==> src/rtl/cache_pkg.sv <==
// Shared constants, address field positions, FSM encoding and way-index helpers
// for the cache refill controller and its victim selector.
package cache_pkg;

  localparam int WAYS      = 8;
  localparam int WAY_IDX_W = 3;
  localparam int TAG_W     = 25;
  localparam int BEATS     = 16;
  localparam int BEAT_W    = 32;
  localparam int BLOCK_W   = 512;
  localparam int CNT_W     = 4;
  localparam int PLRU_W    = 7;

  localparam int ADDR_W    = 32;
  localparam int TAG_LSB   = 7;
  localparam int SET_BIT   = 6;
  localparam int OFF_W     = 6;

  typedef enum logic [1:0] {
    IDLE   = 2'd0,
    LOOKUP = 2'd1,
    FETCH  = 2'd2,
    FILL   = 2'd3
  } refill_state_e;

  function automatic logic [WAY_IDX_W-1:0] onehot_to_idx(input logic [WAYS-1:0] oh);
    logic [WAY_IDX_W-1:0] idx;
    idx = '0;
    for (int i = 0; i < WAYS; i++) begin
      if (oh[i]) idx = WAY_IDX_W'(i);
    end
    return idx;
  endfunction

  function automatic logic [WAYS-1:0] idx_to_onehot(input logic [WAY_IDX_W-1:0] idx);
    logic [WAYS-1:0] oh;
    oh      = '0;
    oh[idx] = 1'b1;
    return oh;
  endfunction

  // Scan downwards so the lowest-index invalid way wins.
  function automatic logic [WAYS-1:0] first_invalid(input logic [WAYS-1:0] v);
    logic [WAYS-1:0] oh;
    oh = '0;
    for (int i = WAYS - 1; i >= 0; i--) begin
      if (!v[i]) oh = idx_to_onehot(WAY_IDX_W'(i));
    end
    return oh;
  endfunction

  // Tree nodes: 0 is the root, 1..2 the middle level, 3..6 the leaf pairs.
  // A node bit of 0 steers the victim search to the lower half.
  function automatic logic [PLRU_W-1:0] plru_touch(input logic [PLRU_W-1:0] t,
                                                   input logic [WAY_IDX_W-1:0] w);
    logic [PLRU_W-1:0] r;
    logic [2:0]        n1;
    logic [2:0]        n2;
    r     = t;
    n1    = 3'd1 + {2'b00, w[2]};
    n2    = 3'd3 + {1'b0, w[2:1]};
    r[0]  = ~w[2];
    r[n1] = ~w[1];
    r[n2] = ~w[0];
    return r;
  endfunction

  function automatic logic [WAY_IDX_W-1:0] plru_victim(input logic [PLRU_W-1:0] t);
    logic       b2;
    logic       b1;
    logic       b0;
    logic [2:0] n1;
    logic [2:0] n2;
    b2 = t[0];
    n1 = 3'd1 + {2'b00, b2};
    b1 = t[n1];
    n2 = 3'd3 + {1'b0, b2, b1};
    b0 = t[n2];
    return {b2, b1, b0};
  endfunction

endpackage

==> src/rtl/refill_victim_sel.sv <==
// Per-set replacement state and one-hot victim choice for the refill controller.
// REFILL_PLRU_EN selects a 7-bit tree pseudo-LRU per set; otherwise a 3-bit round-robin pointer.
module refill_victim_sel
  import cache_pkg::*;
(
  input  logic            clk,
  input  logic            rst_n,
  input  logic            set_sel,
  input  logic [WAYS-1:0] valid_in,
  input  logic            hit_en,
  input  logic [WAYS-1:0] hit_way,
  input  logic            alloc_en,
  input  logic            fill_en,
  input  logic [WAYS-1:0] fill_way,
  output logic [WAYS-1:0] victim
);

  logic [WAY_IDX_W-1:0] repl_idx;

`ifdef REFILL_PLRU_EN
  logic [1:0][PLRU_W-1:0] tree_q;
  logic [1:0][PLRU_W-1:0] tree_d;
  logic                   unused_alloc;

  assign unused_alloc = alloc_en;

  always_comb begin
    tree_d = tree_q;
    if (hit_en) begin
      tree_d[set_sel] = plru_touch(tree_q[set_sel], onehot_to_idx(hit_way));
    end else if (fill_en) begin
      tree_d[set_sel] = plru_touch(tree_q[set_sel], onehot_to_idx(fill_way));
    end
  end

  always_ff @(posedge clk or negedge rst_n) begin
    if (!rst_n) begin
      tree_q <= '0;
    end else begin
      tree_q <= tree_d;
    end
  end

  assign repl_idx = plru_victim(tree_q[set_sel]);
`else
  logic [1:0][WAY_IDX_W-1:0] rr_q;
  logic [1:0][WAY_IDX_W-1:0] rr_d;
  logic                      unused_upd;

  assign unused_upd = ^{hit_en, hit_way, fill_en, fill_way};

  // The pointer only advances when it actually supplied the victim.
  always_comb begin
    rr_d = rr_q;
    if (alloc_en && (&valid_in)) begin
      rr_d[set_sel] = rr_q[set_sel] + 3'd1;
    end
  end

  always_ff @(posedge clk or negedge rst_n) begin
    if (!rst_n) begin
      rr_q <= '0;
    end else begin
      rr_q <= rr_d;
    end
  end

  assign repl_idx = rr_q[set_sel];
`endif

  assign victim = (&valid_in) ? idx_to_onehot(repl_idx) : first_invalid(valid_in);

endmodule

==> src/rtl/cache_refill_ctrl.sv <==
// Miss handler ahead of the 2-set, 8-way data array: fetches a 64-byte block as 16 beats,
// writes it into a victim line and stalls the CPU until the retried lookup hits (REFILL_PLRU_EN: PLRU victims).
module cache_refill_ctrl
  import cache_pkg::*;
(
  input  logic               clk,
  input  logic               reset,
  input  logic               cpuReq,
  input  logic [ADDR_W-1:0]  cpuAddr,
  input  logic               cacheHit,
  input  logic [WAYS-1:0]    hitWay,
  input  logic [WAYS-1:0]    validIn,
  output logic               memReq,
  output logic [ADDR_W-1:0]  memAddr,
  input  logic               memReady,
  input  logic [BEAT_W-1:0]  memData,
  output logic [BLOCK_W-1:0] blockData,
  output logic [TAG_W-1:0]   tag,
  output logic               valid,
  output logic [WAYS-1:0]    lineSelect,
  output logic               setSelect,
  output logic               blkWrite,
  output logic               stall
);

  // Handshakes: cpuReq/cpuAddr are held by the CPU until stall is low in LOOKUP;
  // memData is consumed only in a FETCH cycle where memReady is high, one beat per cycle.

  refill_state_e        state_q, state_d;
  logic [TAG_W-1:0]     tag_q, tag_d;
  logic                 set_q, set_d;
  logic [CNT_W-1:0]     cnt_q, cnt_d;
  logic [BLOCK_W-1:0]   block_q, block_d;
  logic [WAYS-1:0]      victim_q, victim_d;
  logic                 mem_req_q, mem_req_d;
  logic                 blk_write_q, blk_write_d;
  logic                 valid_q, valid_d;
  logic [WAYS-1:0]      line_sel_q, line_sel_d;

  logic                 hit_upd;
  logic                 alloc_en;
  logic                 fill_upd;
  logic [WAYS-1:0]      victim;
  logic                 unused_offset;

  assign unused_offset = ^cpuAddr[OFF_W-1:0];

  refill_victim_sel u_victim_sel (
    .clk      (clk),
    .rst_n    (reset),
    .set_sel  (set_q),
    .valid_in (validIn),
    .hit_en   (hit_upd),
    .hit_way  (hitWay),
    .alloc_en (alloc_en),
    .fill_en  (fill_upd),
    .fill_way (victim_q),
    .victim   (victim)
  );

  always_comb begin
    state_d     = state_q;
    tag_d       = tag_q;
    set_d       = set_q;
    cnt_d       = cnt_q;
    block_d     = block_q;
    victim_d    = victim_q;
    mem_req_d   = mem_req_q;
    blk_write_d = 1'b0;
    valid_d     = 1'b0;
    line_sel_d  = '0;
    hit_upd     = 1'b0;
    alloc_en    = 1'b0;
    fill_upd    = 1'b0;

    case (state_q)
      IDLE: begin
        if (cpuReq) begin
          tag_d   = cpuAddr[ADDR_W-1:TAG_LSB];
          set_d   = cpuAddr[SET_BIT];
          state_d = LOOKUP;
        end
      end
      LOOKUP: begin
        if (cacheHit) begin
          hit_upd = 1'b1;
          state_d = IDLE;
        end else begin
          alloc_en  = 1'b1;
          victim_d  = victim;
          cnt_d     = '0;
          mem_req_d = 1'b1;
          state_d   = FETCH;
        end
      end
      FETCH: begin
        if (memReady) begin
          block_d[{cnt_q, 5'd0} +: BEAT_W] = memData;
          cnt_d = cnt_q + 4'd1;
          // Last beat: the fill strobes are registered so they appear exactly during FILL.
          if (cnt_q == CNT_W'(BEATS - 1)) begin
            cnt_d       = '0;
            mem_req_d   = 1'b0;
            blk_write_d = 1'b1;
            valid_d     = 1'b1;
            line_sel_d  = victim_q;
            state_d     = FILL;
          end
        end
      end
      FILL: begin
        fill_upd = 1'b1;
        state_d  = LOOKUP;
      end
      default: begin
        state_d = IDLE;
      end
    endcase
  end

  always_ff @(posedge clk or negedge reset) begin
    if (!reset) begin
      state_q     <= IDLE;
      tag_q       <= '0;
      set_q       <= 1'b0;
      cnt_q       <= '0;
      block_q     <= '0;
      victim_q    <= '0;
      mem_req_q   <= 1'b0;
      blk_write_q <= 1'b0;
      valid_q     <= 1'b0;
      line_sel_q  <= '0;
    end else begin
      state_q     <= state_d;
      tag_q       <= tag_d;
      set_q       <= set_d;
      cnt_q       <= cnt_d;
      block_q     <= block_d;
      victim_q    <= victim_d;
      mem_req_q   <= mem_req_d;
      blk_write_q <= blk_write_d;
      valid_q     <= valid_d;
      line_sel_q  <= line_sel_d;
    end
  end

  assign memReq     = mem_req_q;
  assign memAddr    = {tag_q, set_q, {OFF_W{1'b0}}};
  assign blockData  = block_q;
  assign tag        = tag_q;
  assign setSelect  = set_q;
  assign valid      = valid_q;
  assign lineSelect = line_sel_q;
  assign blkWrite   = blk_write_q;

  assign stall = (state_q == FETCH) || (state_q == FILL) ||
                 ((state_q == LOOKUP) && !cacheHit);

endmodule

==> config.mk <==
export PLATFORM = sky130hd
export DESIGN_NAME = cache_refill_ctrl
export DESIGN_NICKNAME = d
export VERILOG_FILES = /design/src/rtl/cache_pkg.sv /design/src/rtl/refill_victim_sel.sv /design/src/rtl/cache_refill_ctrl.sv
export SDC_FILE = /design/constraint.sdc
export NUM_CORES = 1
export LEC_CHECK = 0
export CAP_MARGIN = 25
export CORE_AREA = 4 4 258 260
export CTS_BUF_LIST = sky130_fd_sc_hd__clkbuf_4 sky130_fd_sc_hd__clkbuf_8
export CTS_CLUSTER_DIAMETER = 100
export DETAILED_ROUTE_END_ITERATION = 16
export DIE_AREA = 0 0 262 264
export SLEW_MARGIN = 0
export SYNTH_ARGS = -nofsm -noshare
export SYNTH_HDL_FRONTEND = slang
export SYNTH_HIERARCHICAL = 1
export SYNTH_SLANG_ARGS = --single-unit
==> constraint.sdc <==
create_clock -name clk -period 3.78 [get_ports clk]
set_input_delay 0.756 -clock clk [delete_from_list [all_inputs] [get_ports clk]]
set_output_delay 0.756 -clock clk [all_outputs]
set_load 0.02 [all_outputs]
==> implementation parameters <==
Parameter                              Value

Outcome
  Run status    finished clean

Setup path
  R2R Path Start    cnt_q[0]$_DFFE_PN0P_
  Setup crit end kind    primary output
  Crit path from    state_q[0]$_DFFE_PN0P_
  Required time reported for the critical path endpoint    3.02 ns
  Start-to-end type of the worst setup path    reg2out
  Largest fanout on the critical path    11
  Startpoint type of the worst setup path    register
  Data arrival, critical path    2.49 ns

Logic synthesis
  Synth Instances    1758
  Post-Syn Area per Cell    12.72 µm²
  Cell area after technology mapping    0.02236 mm²
  YS warnings    6

Detailed routing
  Drc violations    0
  Remaining antenna violation count after routing    0
  DR pass1 iterations    5
  Via count    16530
  Drt first-iter violations    1088
  Detail-routed via count per cell    4.986
  Wire per inst    24.04 µm
  Detailed-route wire length    79670 µm

Timing
  Final number of setup-violating endpoints    0
  Minimum clock period after layout    3.247 ns
  Final worst clock skew    0.02330 ns
  Peak clock frequency supported by timing    0.3080 GHz
  Final Slew Violations    0
  Share of the clock period used by the worst path    85.89%
  Relative max-transition margin    33.71%
  Actual transition at the worst max-transition pin    0.9906 ns
  Final-layout setup total negative slack    0 ns
  Unrepaired setup endpoints after global routing    no
  Final Hold Viols    0

Power and ir drop
  Areal power density over the cells    484.5 mW/mm²
  Peak supply drop    0.0004588 V
  Leak    0.01418 µW
  Total power    15320 µW

Global route
  GR Overflow Total    0
  Wire length of the first global-routing pass    117300 µm
  Total GRT Usage    22.66%
  Antenna violations before repair    3
  Largest net degree at the start of global routing    98
  Number of global-route vias before repair    17230

Placement
  Dpl cells    3147
  Number of buffers added on ports    646
  Post-DP HPWL    56730 µm
  Final Wtd Congestion    0.8468

Clock tree
  CTS-repair resized insts    0
  Cts-stage hold buffer count    0
  Later-pin clock latency in the skew report    0.66 ns
  Register clock-pin slew on the reported worst setup and hold paths    0.06 ns
  Maximum buffer depth of the clock tree    3
  Sinks on Clock Net    568
  Total clock buffers created by CTS    98
  TritonCTS clock tree    done
  Number of levels in the clock H-tree    3
  Root buf cell    clkbuf_8
  Setup Fix Bufs, Post-CTS    0

Finish
  Net count reported at finish    2487
  Post-Layout Cell Count    3314
  Number of fill cells in the layout    5694
  Area Growth Syn to Fin    41.43%
  Ratio of cells with drive above 1 in the final layout    21.89%

Die
  Die width    262 µm
  CORE AREA    0.06412 mm²
  Vertical die dimension    264 µm
  Num ports    667
  Effective utilization at floorplan    34.88%
  Total die area    0.06917 mm²
  Floorplan row count    93

Min path
  Worst Hold Class    in2async

Flow run
  Number of maximum-capacitance constraint violations    0
[area by class of cell]
type | count | area, µm² | share of cell area [%]
Sequential cell | 568 | 14210 | 44.94
Multi-Input combinational cell | 1015 | 7256 | 22.94
Timing Repair Buffer | 697 | 6967 | 22.03
Clock buffer | 149 | 1901 | 6.009
Tap cell | 855 | 1070 | 3.383
Clock inverter | 17 | 172.7 | 0.5460
Inverter | 12 | 45.04 | 0.1424
Antenna cell | 1 | 2.502 | 0.007912
[critical path, stage by stage, from the launching register on]
cell and delay (ns):
dfrtp_1 0.40, inv_1 0.10, ha_1 0.33, or3_1 0.41, clkdlybuf4s50_1 0.59
[report_power, final]
part	internal [µW]	total [µW]	switching, µW	leakage (µW)
Clock	3330	5860	2520	0.00110
Sequential	6430	6710	277	0.00781
Combinational	1260	2760	1500	0.00527
[layer usage]
layer	wire length, µm	track usage, %	vias to the layer above
li1	-	-	7296
met1	31140	27.74	8459
met2	39490	37.98	619
met3	5927	6.030	151
met4	3107	9.401	0
met5	0	0	-
[per-stage QoR]
step | instance area [µm²] | setup slack [ns] | hold slack [ns] | utilization, %
global route | 31630 | 0.3957 | 0.1729 | 49.33
finish | 31630 | 0.5334 | 0.1593 | 49.33
global placement | 29550 | 0.6112 | 0.4606 | 46.09
CTS | 31620 | 0.4314 | 0.1251 | 49.32
detailed placement | 29550 | 0.5722 | 0.4619 | 46.09
floorplan | 22380 | 1.397 | 0.4410 | -
[state kept, by name, indices dropped and copies added, names as in the netlist, 2 cells and up]
signal and count:
blockData 512, cnt_q 4, lineSelect 8, state_q 2
tag 25, u_victim_sel/rr_q 6, victim_q 8
[worst paths after layout]
| path | end | slack, ns | cells past startpoint |
|---|---|---|---|
| max | stall | 0.53 | 4 |
| min | lineSelect[6]$_DFF_PN0_ | 0.16 | 1 |
| max reg2reg | blockData[148]$_DFFE_PN0P_ | 0.67 | 7 |
| min reg2reg | lineSelect[0]$_DFF_PN0_ | 0.47 | 1 |
| max in group asynchronous | blockData[454]$_DFFE_PN0P_ | 2.56 | 2 |
| min in group clk | lineSelect[0]$_DFF_PN0_ | 0.47 | 1 |
[cells in the final DEF, fill, tap and decap left out, types with 4 or more instances in the layout]
cell type and count:
nor2_1 8, clkbuf_8 125, o21ai_0 278, and3_1 4, clkinv_2 9, dfrtp_1 568
a21oi_1 6, nand2_1 235, inv_1 12, buf_4 42, buf_12 9, o31ai_1 21
o22ai_1 4, o211ai_1 4, nand3_1 7, conb_1 6, o21ai_1 61, clkbuf_4 24
and2_1 10, mux2_1 7, clkdlybuf4s50_1 645, mux2_2 256, nor3_1 6, ha_1 10
mux2_4 30
Power figures use the tool's default switching activity.
